--- config.mk ---
export PLATFORM = sky130hd
export DESIGN_NAME = operand_sequencer
export DESIGN_NICKNAME = d
export VERILOG_FILES = /design/src/rtl/operand_sequencer.sv
export SDC_FILE = /design/constraint.sdc
export NUM_CORES = 1
export LEC_CHECK = 0
export CAP_MARGIN = 10
export CORE_MARGIN = 4
export CORE_UTILIZATION = 43
export DETAILED_ROUTE_END_ITERATION = 8
export PLACE_DENSITY = 0.85
export SLEW_MARGIN = 20
export SYNTH_ARGS = -nofsm -noshare
export SYNTH_HDL_FRONTEND = slang
export SYNTH_SLANG_ARGS = --single-unit
export TNS_END_PERCENT = 20
--- constraint.sdc ---
create_clock -name clk_in -period 3 [get_ports clk_in]
set_input_delay 0.6 -clock clk_in [delete_from_list [all_inputs] [get_ports clk_in]]
set_output_delay 0.6 -clock clk_in [all_outputs]
set_load 0.02 [all_outputs]
--- src/rtl/operand_sequencer.sv ---
// Operand sequencer: walks the operand slots of one decoded instruction format,
// steering the ASCII stream to the register or immediate interpreter and latching results.
module operand_sequencer #(
    parameter int IMM_WIDTH = 32
) (
    input  logic                 clk_in,
    input  logic                 rst_in,
    input  logic                 start,
    input  logic [2:0]           format_in,
    input  logic                 line_valid,
    input  logic                 new_character,
    input  logic [7:0]           incoming_ascii,
    input  logic                 reg_done,
    input  logic                 reg_error,
    input  logic [4:0]           reg_value,
    input  logic                 imm_done,
    input  logic                 imm_error,
    input  logic [IMM_WIDTH-1:0] imm_value,
    output logic                 reg_valid,
    output logic                 imm_valid,
    output logic [4:0]           rd,
    output logic [4:0]           rs1,
    output logic [4:0]           rs2,
    output logic [IMM_WIDTH-1:0] imm,
    output logic                 busy,
    output logic                 done,
    output logic                 error
);

    typedef enum logic [1:0] {
        IDLE    = 2'd0,
        OPERAND = 2'd1,
        DONE    = 2'd2,
        ERROR   = 2'd3
    } state_t;

    typedef enum logic [1:0] {
        F_RD  = 2'd0,
        F_RS1 = 2'd1,
        F_RS2 = 2'd2,
        F_IMM = 2'd3
    } field_t;

    localparam logic [2:0] FMT_R = 3'd0;
    localparam logic [2:0] FMT_I = 3'd1;
    localparam logic [2:0] FMT_S = 3'd2;
    localparam logic [2:0] FMT_B = 3'd3;
    localparam logic [2:0] FMT_J = 3'd5;

    state_t               state_reg, state_next;
    logic [2:0]           fmt_reg, fmt_next;
    logic [1:0]           op_idx_reg, op_idx_next;
    logic [4:0]           rd_reg, rd_next;
    logic [4:0]           rs1_reg, rs1_next;
    logic [4:0]           rs2_reg, rs2_next;
    logic [IMM_WIDTH-1:0] imm_reg, imm_next;

    field_t slot_field;
    logic   last_slot;
    logic   slot_is_imm;
    logic   sel_done;
    logic   sel_error;
    logic   is_delim;
    logic   is_newline;

    // Which field the current slot fills, in the format's source-operand order.
    always_comb begin
        slot_field = F_RD;
        case (fmt_reg)
            FMT_R: begin
                case (op_idx_reg)
                    2'd0:    slot_field = F_RD;
                    2'd1:    slot_field = F_RS1;
                    default: slot_field = F_RS2;
                endcase
            end
            FMT_I: begin
                case (op_idx_reg)
                    2'd0:    slot_field = F_RD;
                    2'd1:    slot_field = F_RS1;
                    default: slot_field = F_IMM;
                endcase
            end
            FMT_S: begin
                case (op_idx_reg)
                    2'd0:    slot_field = F_RS2;
                    2'd1:    slot_field = F_RS1;
                    default: slot_field = F_IMM;
                endcase
            end
            FMT_B: begin
                case (op_idx_reg)
                    2'd0:    slot_field = F_RS1;
                    2'd1:    slot_field = F_RS2;
                    default: slot_field = F_IMM;
                endcase
            end
            default: begin
                slot_field = (op_idx_reg == 2'd0) ? F_RD : F_IMM;
            end
        endcase
    end

    assign last_slot   = (fmt_reg > FMT_B) ? (op_idx_reg == 2'd1) : (op_idx_reg == 2'd2);
    assign slot_is_imm = (slot_field == F_IMM);
    assign sel_done    = slot_is_imm ? imm_done : reg_done;
    assign sel_error   = slot_is_imm ? imm_error : reg_error;
    assign is_delim    = new_character && ((incoming_ascii == 8'h20) || (incoming_ascii == 8'h2C));
    assign is_newline  = new_character && (incoming_ascii == 8'h0A);

    always_comb begin
        state_next  = state_reg;
        fmt_next    = fmt_reg;
        op_idx_next = op_idx_reg;
        rd_next     = rd_reg;
        rs1_next    = rs1_reg;
        rs2_next    = rs2_reg;
        imm_next    = imm_reg;

        if (start) begin
            if (format_in <= FMT_J) begin
                fmt_next    = format_in;
                op_idx_next = 2'd0;
                rd_next     = '0;
                rs1_next    = '0;
                rs2_next    = '0;
                imm_next    = '0;
                state_next  = OPERAND;
            end else begin
                state_next  = ERROR;
            end
        end else begin
            case (state_reg)
                OPERAND: begin
                    if (!line_valid) begin
                        state_next = IDLE;
                    end else if (sel_error) begin
                        state_next = ERROR;
                    end else begin
                        // Track the interpreter's running result; the value held
                        // when the terminator arrives is the one that sticks.
                        if (sel_done) begin
                            case (slot_field)
                                F_RD:    rd_next  = reg_value;
                                F_RS1:   rs1_next = reg_value;
                                F_RS2:   rs2_next = reg_value;
                                default: imm_next = imm_value;
                            endcase
                        end
                        if (is_delim && sel_done) begin
                            if (last_slot) begin
                                state_next = ERROR;
                            end else begin
                                op_idx_next = op_idx_reg + 2'd1;
                            end
                        end else if (is_newline) begin
                            state_next = (sel_done && last_slot) ? DONE : ERROR;
                        end
                    end
                end
                DONE:    state_next = IDLE;
                default: state_next = state_reg;
            endcase
        end
    end

    always_ff @(posedge clk_in) begin
        if (rst_in) begin
            state_reg  <= IDLE;
            fmt_reg    <= 3'd0;
            op_idx_reg <= 2'd0;
            rd_reg     <= '0;
            rs1_reg    <= '0;
            rs2_reg    <= '0;
            imm_reg    <= '0;
        end else begin
            state_reg  <= state_next;
            fmt_reg    <= fmt_next;
            op_idx_reg <= op_idx_next;
            rd_reg     <= rd_next;
            rs1_reg    <= rs1_next;
            rs2_reg    <= rs2_next;
            imm_reg    <= imm_next;
        end
    end

    assign reg_valid = (state_reg == OPERAND) && !slot_is_imm && line_valid;
    assign imm_valid = (state_reg == OPERAND) && slot_is_imm && line_valid;
    assign busy      = (state_reg == OPERAND);
    assign done      = (state_reg == DONE);
    assign error     = (state_reg == ERROR);
    assign rd        = rd_reg;
    assign rs1       = rs1_reg;
    assign rs2       = rs2_reg;
    assign imm       = imm_reg;

endmodule

## Word level (Yosys, flattened, before mapping)

Cells that the tools add are included.

- Register bits: 54
- Latch bits: 0
- RAM bits: 0
- ROM bits: 0
- Input port bits: 57
- Output and inout port bits: 52
- Word-level logic and storage cells: 110
- Memories kept: 0

- $add $sub $neg: 1
- $mul: 0
- Div/mod/pow operators: 0
- Order comparisons: 2
- Equality and inequality tests: 20
- Shift-type cells: 0
- Mux-type cells: 51
- Bitwise operators: 0
- Reductions and logical operators: 29

Operators with widths:

| operator | count |
|---|---|
| 2-to-1 mux 32 bit | 7 |
| 2-to-1 mux 5 bit | 19 |
| 2-to-1 mux 2 bit | 15 |
| AND reduction 6 bit | 5 |
| one-hot mux 2 bit (2 select lines) | 5 |
| equality test 8 x 6 -> 1 bit (second input constant) | 2 |
| nonzero test 2 bit | 7 |
| equality test 2 bit (second input constant) | 5 |
| equality test 8 x 4 -> 1 bit (second input constant) | 1 |
| logical AND 1 bit | 8 |
| one-hot mux 2 bit (4 select lines) | 1 |
| equality test 2 x 1 -> 1 bit (second input constant) | 3 |
| equality test 3 x 2 -> 1 bit (second input constant) | 2 |
| inequality test 6 x 3 -> 1 bit (second input constant) | 1 |
| inequality test 6 bit (second input constant) | 1 |
| logical NOT 2 bit | 2 |
| 2-to-1 mux 1 bit | 4 |
| inequality test 2 x 1 -> 1 bit (second input constant) | 2 |
| inequality test 2 bit (second input constant) | 2 |
| equality test 3 x 1 -> 1 bit (second input constant) | 1 |
| > comparator 3 x 2 -> 1 bit (second input constant) | 1 |
| <= comparator 3 bit (second input constant) | 1 |
| logical NOT 3 bit | 1 |
| AND reduction 3 bit | 1 |
| other kinds (6) | 6 |

## Longest topological paths before layout

- Word-level depth: 13
- Depth in mapped cells: 11

## Worst setup path before layout

Ideal clock, no wire load.

- Path type: register to register
- Start: register op_idx_reg[1]
- End: register imm_reg[24], in the netlist imm[24]
- Setup time: 0.132 ns
- Arrival time: 2.135 ns
- Data required time: 2.868 ns
- Slack: 0.732 ns
- Stages on the path, launching flop included: 12
- Buffers on the path: 3
- Cells stage by stage: dfxtp_1 -> inv_1 -> ha_1 -> nor2b_1 -> or3_4 -> o311a_1 -> buf_6 -> or2_1 -> buf_2 -> buf_6 -> nand2_1 -> a21oi_1

- Longest elaborated chain between the ends: 7
- Elaborated cells between the ends (all ways): 19
- Those cells by class: eq/ne: 6; mux: 8; reduce/logical: 5

Ends and longest elaborated chain:

| what | line | RTL |
|---|---|---|
| from (decl) | 52 | `logic [1:0] op_idx_reg, op_idx_next;` |
| from (signal assigned) | 179 | `op_idx_reg <= op_idx_next;` |
| equality test 2 x 1 -> 1 bit or logical NOT 2 bit (tied branches) | -- |  |
| one-hot mux 2 bit (2 select lines), or another cell as far along | 92 | `case (op_idx_reg)` |
| one-hot mux 2 bit (4 select lines) * | 69 | `case (fmt_reg)` |
| equality test 2 bit, or another cell as far along | 143 | `case (slot_field)` |
| OR reduction 3 bit (no source line), or another cell as far along | -- |  |
| inequality test 2 x 1 -> 1 bit (no source line), or another cell as far along | -- |  |
| AND reduction 6 bit (no source line) * | -- |  |
| to (signal assigned) | 183 | `imm_reg <= imm_next;` |
| to (decl) | 56 | `logic [IMM_WIDTH-1:0] imm_reg, imm_next;` |

Mark *: on every way between the ends. The rest lies on a longest branch, timed or not.
A chain may end at the register's enable or synchronous reset.

## Worst setup path in the final report

- Start: register op_idx_reg[1]
- End: output imm_valid

- Longest elaborated chain between the ends: 6
- Elaborated cells between the ends (all ways): 11
- Those cells by class: eq/ne: 2; mux: 6; reduce/logical: 3

Ends and longest elaborated chain:

| what | line | RTL |
|---|---|---|
| equality test 2 x 1 -> 1 bit or logical NOT 2 bit (tied branches) | -- |  |
| one-hot mux 2 bit (2 select lines), or another cell as far along | 92 |  |
| one-hot mux 2 bit (4 select lines) * | 69 |  |
| equality test 2 bit * | 105 | `assign slot_is_imm = (slot_field == F_IMM);` |
| logical AND 1 bit * (2 in a row) | 188 | `assign imm_valid = (state_reg == OPERAND) && slot_is_imm && line_valid;` |
| to (decl) | 20 | `output logic imm_valid,` |

Marks and branches as above.

==> flow_metrics.env <==
export IMPL_status="completed"
export IMPL_vdd_ir_drop_max_mv=0.225
export IMPL_muxShareOfSynthArea=0.0619
export IMPL_layout_commonest_cell="clkdlybuf4s50_1"
export IMPL_nNetsFinal=466
export IMPL_powerDensity_mw_per_mm2=397
export IMPL_synth_seq_cells=54
export IMPL_hp_class="reg -> reg"
export IMPL_crit_required_ns=2.40
export IMPL_setup_viol=0
export IMPL_relSlewSlack=0.564
export IMPL_synthArstFlopShare=0
export IMPL_final_setup_tns_ns=0
export IMPL_cts_resized=0
export IMPL_drt_pass1_iterations=5
export IMPL_insertion_delay_ns=0.30
export IMPL_dieArea_mm2=0.00738
export IMPL_critical_path_class="reg -> out"
export IMPL_cts_sinks=54
export IMPL_drive_above_1_share=0.0591
export IMPL_min_from="imm[24]"
export IMPL_grt_usage=0.181
export IMPL_finalWirelength_um=6760
export IMPL_largest_register_ffs=32
export IMPL_synth_avg_cell_area_um2=8.55
export IMPL_path_clk_slew_ns=0.10
export IMPL_min_path_cells=2
export IMPL_crit_slowest_cell="clkdlybuf4s50_1"
export IMPL_cts_buffers=5
export IMPL_cp_arrival_ns=2.28
export IMPL_synth_adder_area_share=0.0192
export IMPL_antennaDiodeCount=0
export IMPL_first_global_vias=2374
export IMPL_rsz0062_at_grt="no"
export IMPL_grt_max_degree=40
export IMPL_syn_to_final_growth_pct=45.6
export IMPL_seq_area_frac_synth=0.414
export IMPL_root_buffer="clkbuf_8"
export IMPL_p_sw_frac=0.269
export IMPL_hpwl_um=5070
export IMPL_crit_path_cell_trace="inv_1, ha_1, nor2b_1, or3_4, nor2_1, clkdlybuf4s50_1"
export IMPL_viasPerCell=5.15
export IMPL_fin_crit_ns=2.88
export IMPL_slew_viol_final=0
export IMPL_max_cap_violations=0
export IMPL_worstReg2RegStart="op_idx_reg[1]"
export IMPL_synth_compound_area_frac=0.133
export IMPL_path_max_fanout=5
export IMPL_rr_endpoint="rs1[3]"
export IMPL_core_area_mm2=0.00592
export IMPL_max_slew_worst_pin_slew_ns=0.654
export IMPL_p_int_uw=1100
export IMPL_power_switching_uw=405
export IMPL_pwr_share_seq=0.505
export IMPL_synth_xor_area_frac=0.00671
export IMPL_dr_first_iter_drc_count=57
export IMPL_antenna_found_initial=0
export IMPL_yosys_area_top_type="dfxtp_1"
export IMPL_gp_congestion=0.813
export IMPL_cp_start_kind="register"
export IMPL_nFillCells=496
export IMPL_rows=28
export IMPL_clockPowerShare=0.285
export IMPL_synth_fp_nets=366
export IMPL_yosysUniqueCellTypes=46
export IMPL_drc=0
export IMPL_post_cts_repair_setup_buffers=0
export IMPL_seq_area_mm2=0.00108
export IMPL_die_h_um=85.9
export IMPL_synth_area_top_cells="dfxtp_1 41%, nand3b_1 9.2%, a21oi_1 6.7%"
export IMPL_rr_worst_depth=8
export IMPL_io_buffers=108
export IMPL_hold_buffers=0
export IMPL_post_drt_wl_per_cell_um=14.1
export IMPL_yosysTopAreaCellShare=0.414
export IMPL_ys_warn_count=0
export IMPL_synth_simple_area_share=0.304
export IMPL_synth_edf_count=0
export IMPL_synthFlopType="dfxtp_1"
export IMPL_synthCells=305
export IMPL_rrSetupSlack_ns=0.42
export IMPL_synth_cell_area_mm2=0.00261
export IMPL_die_w_um=85.9
export IMPL_finalHoldViolations=0
export IMPL_cts_htree_levels=2
export IMPL_most_common_layout_cells="107 x clkdlybuf4s50_1, 54 x dfxtp_1, 37 x nand2_1"
export IMPL_fin_skew_ns=0.00777
export IMPL_grt_remaining_overflow=0
export IMPL_fin_hold_ws_ns=0.457
export IMPL_cts_tree="done"
export IMPL_synth_top_family_by_area="simple AND/OR/NAND/NOR gates"
export IMPL_crit_path_end_kind="output pin"
export IMPL_post_route_period_util=0.959
export IMPL_pin_count=109
export IMPL_multi_input_area_mm2=0.00137
export IMPL_max_freq_mhz=347
export IMPL_detail_route_antenna_nets=0
export IMPL_num_vias=2478
export IMPL_slowest_delay_ns=0.61
export IMPL_grt_pass1_wl_um=11100
export IMPL_initial_utilization=0.441
export IMPL_hold_end="imm[24]"
export IMPL_p_leak_uw=0.00132
export IMPL_clockBufferDepth=2
export IMPL_pwr_share_comb=0.210
worst max-delay path, delay by kind of cell (launching register included):
kind,cells,cell delay [ns]
buf+inv,2,0.71
simple gates,3,0.67
flops,1,0.36
fa+ha+maj,1,0.25
how the worst max path moves through the flow:
stage,end,start,cells past startpoint
final,imm_valid,op_idx_reg[1],6
after global routing,imm_valid,op_idx_reg[1],6
after CTS,imm_valid,op_idx_reg[1],6
after detailed placement,rs1[3],start,7
after global placement,rs1[0],start,7
after floorplan,imm[24],op_idx_reg[1],11
cells by family (layout without fill, tap and decap cells):
family,after synthesis,in the layout
AND/OR/NAND/NOR,139,139
AO/OA/AOI/OAI,61,61
flip-flops,54,54
buffers and inverters,29,130
multiplexers,16,16
adder cells (fa/ha/maj),4,4
XOR/XNOR,2,2
layer usage:
metal  vias up  GRT usage  share of wire
met2        76      0.301           0.49
li1       1241          -              -
met4         0     0.0475         0.0059
met3         4     0.0394          0.060
met5         -          0              0
met1      1157      0.238           0.45
cell usage after synthesis (2+ instances only):
| cell | instances |
|---|---|
| o21bai_1 | 2 |
| or3_1 | 3 |
| nor4_1 | 2 |
| a211oi_1 | 2 |
| nand3b_1 | 32 |
| nand2b_1 | 5 |
| inv_1 | 7 |
| o22ai_1 | 2 |
| nor2b_1 | 18 |
| nor3_1 | 6 |
| a21oi_1 | 35 |
| dfxtp_1 | 54 |
| o21ai_0 | 11 |
| or2_2 | 2 |
| buf_2 | 4 |
| ha_1 | 4 |
| buf_4 | 2 |
| clkbuf_1 | 10 |
| nand2_1 | 37 |
| nor2_1 | 23 |
| buf_6 | 5 |
| mux2i_1 | 15 |
metrics by stage:
step	util	power [µW]	setup slack (ns)	instances	area (µm²)
2_1_floorplan	-	947	0.732	305	2610
3_3_place_gp	0.625	1090	0.411	473	3700
3_5_place_dp	0.625	1100	0.365	473	3700
4_1_cts	0.642	1530	0.119	481	3800
5_1_grt	0.642	1580	0.00209	481	3800
6_report	0.642	1510	0.122	481	3800
power groups by stage:
stage,Combinational [µW],Clock [µW],Sequential [µW]
6_report,316,430,762
5_1_grt,342,475,767
4_1_cts,318,446,762
3_5_place_dp,317,0,779
3_3_place_gp,314,0,778
2_1_floorplan,148,0,799
cell type report:
class	instances	share of cell area
multi-input combinational	222	0.360
tap	75	0.0247
timing repair buffer	115	0.297
inverter	7	0.00692
clock buffer	6	0.0217
clock inverter	2	0.00461
sequential	54	0.285
No activity file was read; power rests on OpenSTA's default activity.
